**config.mk**
```make
export PLATFORM = sky130hd
export DESIGN_NAME = fp_cvt_unit
export DESIGN_NICKNAME = d
export VERILOG_FILES = /design/src/rtl/fp_cvt_unit.sv
export SDC_FILE = /design/constraint.sdc
export NUM_CORES = 1
export LEC_CHECK = 0
export ABC_AREA = 1
export CORE_AREA = 2 2 112 114
export CTS_BUF_LIST = sky130_fd_sc_hd__clkbuf_8
export CTS_CLUSTER_DIAMETER = 30
export DETAILED_ROUTE_END_ITERATION = 10
export DIE_AREA = 0 0 114 116
export GPL_TIMING_DRIVEN = 0
export MAX_ROUTING_LAYER = met4
export PLACE_DENSITY_LB_ADDON = 0.3
export SYNTH_ARGS = -nofsm -noshare
export SYNTH_HDL_FRONTEND = slang
export SYNTH_SLANG_ARGS = --single-unit
```
**constraint.sdc**
```tcl
create_clock -name clk -period 3.85 [get_ports clk]
set_input_delay 0.9625 -clock clk [delete_from_list [all_inputs] [get_ports clk]]
set_output_delay 0.9625 -clock clk [all_outputs]
set_load 0.01 [all_outputs]
```
**src/rtl/fp_cvt_unit.sv**
```systemverilog
// Single-precision <-> 32-bit integer converter (FCVT.S.W/WU, FCVT.W/WU.S).
// Iterative: INT->FP normalises one bit per cycle, FP->INT aligns one bit per cycle.
module fp_cvt_unit (
   input  logic        clk,
   input  logic        rst_n,
   input  logic        cvt_valid,
   output logic        cvt_ready,
   input  logic        cvt_dir,
   input  logic        cvt_signed,
   input  logic [31:0] src,
   output logic        res_valid,
   input  logic        res_ready,
   output logic [31:0] res,
   output logic [4:0]  fflags
);

   typedef enum logic [2:0] {IDLE, NORM, ROUND, SHIFT, DONE} state_t;

   localparam logic [4:0] FLAG_NV = 5'b10000;

   state_t      state_q;
   logic [31:0] mag_q;
   logic [4:0]  lz_q;
   logic [4:0]  cnt_q;
   logic        neg_q;
   logic        sticky_q;
   logic [31:0] res_q;
   logic [4:0]  flags_q;
   logic        valid_q;

   logic [7:0]  src_e;
   logic        src_nan;
   logic        int_neg;
   logic [31:0] int_mag;
   logic [4:0]  shr_cnt_d;
   logic        fp_special;
   logic [31:0] sp_res;
   logic [4:0]  sp_flags;
   logic        rnd_guard;
   logic        rnd_sticky;
   logic        rnd_inc;
   logic [7:0]  rnd_exp;
   logic [30:0] rounded;
   logic [31:0] shift_res;

   always_comb begin
      src_e     = src[30:23];
      src_nan   = (src_e == 8'hFF) && (src[22:0] != 23'd0);
      int_neg   = cvt_signed && src[31];
      int_mag   = int_neg ? (~src + 32'd1) : src;
      shr_cnt_d = 5'(8'd158 - src_e);

      // Everything that resolves in the accept cycle without alignment.
      fp_special = 1'b1;
      sp_res     = '0;
      sp_flags   = '0;
      if (src_nan) begin
         sp_res   = cvt_signed ? 32'h7FFF_FFFF : 32'hFFFF_FFFF;
         sp_flags = FLAG_NV;
      end else if (src_e < 8'd127) begin
         sp_flags = {4'b0000, src[30:0] != 31'd0};
      end else if (cvt_signed) begin
         if (src_e >= 8'd158 && src != 32'hCF00_0000) begin
            sp_res   = src[31] ? 32'h8000_0000 : 32'h7FFF_FFFF;
            sp_flags = FLAG_NV;
         end else begin
            fp_special = 1'b0;
         end
      end else if (src[31]) begin
         sp_flags = FLAG_NV;
      end else if (src_e >= 8'd159) begin
         sp_res   = 32'hFFFF_FFFF;
         sp_flags = FLAG_NV;
      end else begin
         fp_special = 1'b0;
      end

      // Adding the increment across {exp,mant} carries mantissa overflow into exp.
      rnd_guard  = mag_q[7];
      rnd_sticky = mag_q[6:0] != 7'd0;
      rnd_inc    = rnd_guard && (rnd_sticky || mag_q[8]);
      rnd_exp    = 8'd158 - {3'b000, lz_q};
      rounded    = {rnd_exp, mag_q[30:8]} + {30'd0, rnd_inc};

      shift_res  = neg_q ? (~mag_q + 32'd1) : mag_q;
   end

   always_ff @(posedge clk or negedge rst_n) begin
      if (!rst_n) begin
         state_q  <= IDLE;
         mag_q    <= '0;
         lz_q     <= '0;
         cnt_q    <= '0;
         neg_q    <= 1'b0;
         sticky_q <= 1'b0;
         res_q    <= '0;
         flags_q  <= '0;
         valid_q  <= 1'b0;
      end else begin
         case (state_q)
            IDLE: begin
               if (cvt_valid) begin
                  lz_q     <= '0;
                  sticky_q <= 1'b0;
                  if (!cvt_dir) begin
                     neg_q <= int_neg;
                     mag_q <= int_mag;
                     if (int_mag == 32'd0) begin
                        res_q   <= '0;
                        flags_q <= '0;
                        valid_q <= 1'b1;
                        state_q <= DONE;
                     end else begin
                        state_q <= NORM;
                     end
                  end else begin
                     neg_q <= src[31];
                     mag_q <= {1'b1, src[22:0], 8'h00};
                     cnt_q <= shr_cnt_d;
                     if (fp_special) begin
                        res_q   <= sp_res;
                        flags_q <= sp_flags;
                        valid_q <= 1'b1;
                        state_q <= DONE;
                     end else begin
                        state_q <= SHIFT;
                     end
                  end
               end
            end
            NORM: begin
               if (mag_q[31]) begin
                  state_q <= ROUND;
               end else begin
                  mag_q <= {mag_q[30:0], 1'b0};
                  lz_q  <= lz_q + 5'd1;
               end
            end
            ROUND: begin
               res_q   <= {neg_q, rounded};
               flags_q <= {4'b0000, rnd_guard || rnd_sticky};
               valid_q <= 1'b1;
               state_q <= DONE;
            end
            SHIFT: begin
               if (cnt_q != 5'd0) begin
                  mag_q    <= {1'b0, mag_q[31:1]};
                  sticky_q <= sticky_q || mag_q[0];
                  cnt_q    <= cnt_q - 5'd1;
               end else begin
                  res_q   <= shift_res;
                  flags_q <= {4'b0000, sticky_q};
                  valid_q <= 1'b1;
                  state_q <= DONE;
               end
            end
            DONE: begin
               if (res_ready) begin
                  res_q   <= '0;
                  flags_q <= '0;
                  valid_q <= 1'b0;
                  state_q <= IDLE;
               end
            end
            default: state_q <= IDLE;
         endcase
      end
   end

   assign cvt_ready = (state_q == IDLE);
   assign res_valid = valid_q;
   assign res       = res_q;
   assign fflags    = flags_q;

endmodule

```
==> results.txt <==
Longest Clk Path Bufs = 2
Sum Neg Setup Slack = 0 ns
DP Wirelength = 22600 microns
layout cells sized above 1 = 6.00%
vias post-DR = 9721
CTS tree = yes
WL final = 28500 microns
Worst-path clk slew = 0.10 ns
vias in the first global route = 8826
hold_buf cts = 0
hold_ws = 0.478 ns
DIE WIDTH = 114 microns
DR pass1 iterations = 7
initial antenna violation count = 0
PostCTS Resize Cnt = 0
Post-Syn Area = 7670 sq um
worst vdd ir = 0.334 mV
status = complete, no violations
maximum clock frequency = 270 MHz
standard-cell rows = 40
ant diodes = 0
GRT Util Overall = 45.5%
post-CTS setup buffer count = 0
Yosys warnings = 0
initial core utilization = 64.4%
Seq/Total Area, Yosys = 26.7%
# nets final = 1395
minimum clock period = 3.70 ns
#FFs+latches synth = 82
worst slew pin tran = 0.877 ns
part of the power in registers = 27.0%
CP endpoint kind = flop
TritonCTS Buffers = 9
CP required = 4.14 ns
WP data arrival = 3.99 ns
largest cells by area after synthesis = dfrtp_1 27%, nand2_1 17%, nand3_1 8.5%
Via density = 6.49
Synth top area share = 26.7%
Setup violations, final = 0
Synth area leader = dfrtp_1
Post-synth EDFFs = 0
Layout area overhead = 14.6%
Worst setup SP type = primary input
Post-synth ARST share = 100%
cell total after placement = 1482
Mean Syn Cell Area = 6.09 sq um
pin count of the biggest net entering global routing = 57
Crit Path Category = primary input to flop
CTS sink count = 82
Routed Antenna Nets = 0
first-pass GRT wire length = 45400 microns
most common cell after layout, fill and taps aside = nand2_1
Rel. slew slack = 41.3%
PD cells = 651 nW/um^2
gp weighted congestion = 1.13
Logic pwr share = 62.1%
clk_skew = 0.0139 ns
Sw Pwr = 3160 uW
Leakage = 0.00410 uW
Remaining DRCs = 0
Hold Vio Cnt, Final = 0
Netlist cell types = 46
Worst Hold Class = flop to flop
Crit Path Max Fanout = 10
most frequent cells in the layout = 346 x nand2_1, 153 x nor2_1, 130 x nand3_1, 117 x inv_1, 94 x o21ai_0
Max Cap Viol = 0
die area = 13200 sq um
switching share of power = 55.1%
main flop type after synthesis = dfrtp_1
Core Area = 11900 sq um
Clock Latency Late Sink = 0.39 ns
CTS Root Cell = clkbuf_8
Die Y = 116 microns
wire length per cell = 19.0 microns
drt initial violations = 1528
htree depth = 3
Final Cycle Share = 96.0%
PortBufs = 72
Top Ports = 77
Design Area, Final = 8800 sq um
Post-Layout Cell Count = 1498
Final WS setup = 0.152 ns
cell count after synthesis = 1260
Final Max Slew Viols = 0
RSZ-0062 raised after global routing = false
total grt overflow = 0
P_int = 2570 uW
Post-DP Area = 8610 sq um
Clk pwr share = 10.9%
Setup WS pre-CTS = -0.0982 ns
FF-to-FF setup slack = 0.75 ns
-- state kept, by name, summed over array words and instances, names as in the netlist --
name / flops
mag_q: 32
res: 32
cnt_q: 5
lz_q: 5
state_q: 3
fflags: 2
neg_q: 1
res_valid: 1
sticky_q: 1
-- cells by family (layout without fill, tap and decap cells) --
family                   Yosys count  after routing  share of synthesized area [%]
AND/OR/NAND/NOR                  749            749                           43.6
flip-flops                        82             82                           26.7
buffers and inverters            184            273                           10.1
adder cells (fa/ha/maj)           11             11                           1.79
XOR/XNOR                           9              9                           1.03
other                              1              3                         0.0489
AO/OA/AOI/OAI                    224            224                           16.6
-- Yosys cell counts, types with 6 or more instances --
| library cell | number |
|---|---|
| nand2_1 | 346 |
| nor2_1 | 153 |
| nand3_1 | 130 |
| inv_1 | 117 |
| o21ai_0 | 94 |
| dfrtp_1 | 82 |
| nand4_1 | 63 |
| a21oi_1 | 41 |
| clkbuf_1 | 28 |
| o22ai_1 | 26 |
| nor3_1 | 18 |
| buf_2 | 15 |
| o211ai_1 | 14 |
| a31oi_1 | 12 |
| o21ai_1 | 12 |
| a211oi_1 | 11 |
| ha_1 | 11 |
| nand3b_1 | 9 |
| inv_2 | 8 |
| buf_4 | 7 |
| xor2_1 | 6 |
-- layer usage --
layer  share of wire (%)  vias to the layer above  track usage, %
met1                  36                     4298            52.6
li1                    -                     4429               -
met4                 8.3                        0            31.3
met3                  12                      181            9.78
met2                  44                      813            71.1
met5                   0                        -               -
-- final timing paths --
path | start | end | depth (start not counted)
worst min register to register | res[0]$_DFFE_PN0P_ | res[0]$_DFFE_PN0P_ | 2
max in group asynchronous | rst_n | res[18]$_DFFE_PN0P_ | 2
worst min-delay path | res[0]$_DFFE_PN0P_ | res[0]$_DFFE_PN0P_ | 2
worst max-delay path | src[0] | res[16]$_DFFE_PN0P_ | 13
min in group asynchronous | rst_n | mag_q[23]$_DFFE_PN0P_ | 1
worst max register to register | state_q[0]$_DFFE_PN0P_ | mag_q[0]$_DFFE_PN0P_ | 10
-- worst max-delay path, cell delays in order --
cell and delay (ns):
clkdlybuf4s50_1 0.39, inv_1 0.17, ha_1 0.29, nand2_4 0.12, nor2_4 0.16, nand2_1 0.12
o211ai_1 0.30, nand2_1 0.09, nand2_1 0.23, clkbuf_1 0.56, nand4_1 0.32, nand4_1 0.20
nand2_1 0.07
-- power by group through the flow --
stage	sequential, uW	combinational (uW)	clock (uW)
final	1550	3560	625
after CTS	1520	3420	614
after detailed placement	1530	3400	0
after global placement	1520	3330	0
after global routing	1580	3850	653
after floorplan	1500	2180	0
-- final cells by class --
type,instances,area (sq um)
multi-input cells,996,4850
clock buffers,9,124
well taps,147,184
clock inverters,7,61.3
flip-flops and latches,82,2050
inverters,125,469
fillers,1057,3120
plain buffers,59,307
repair buffers,73,746
-- metrics by stage --
stage	power [uW]	util, %
2_1_floorplan	3680	-
3_3_place_gp	4860	72.1
3_5_place_dp	4940	72.3
4_1_cts	5560	73.8
5_1_grt	6080	73.8
6_report	5730	73.8
(Power assumes the default switching activity.)
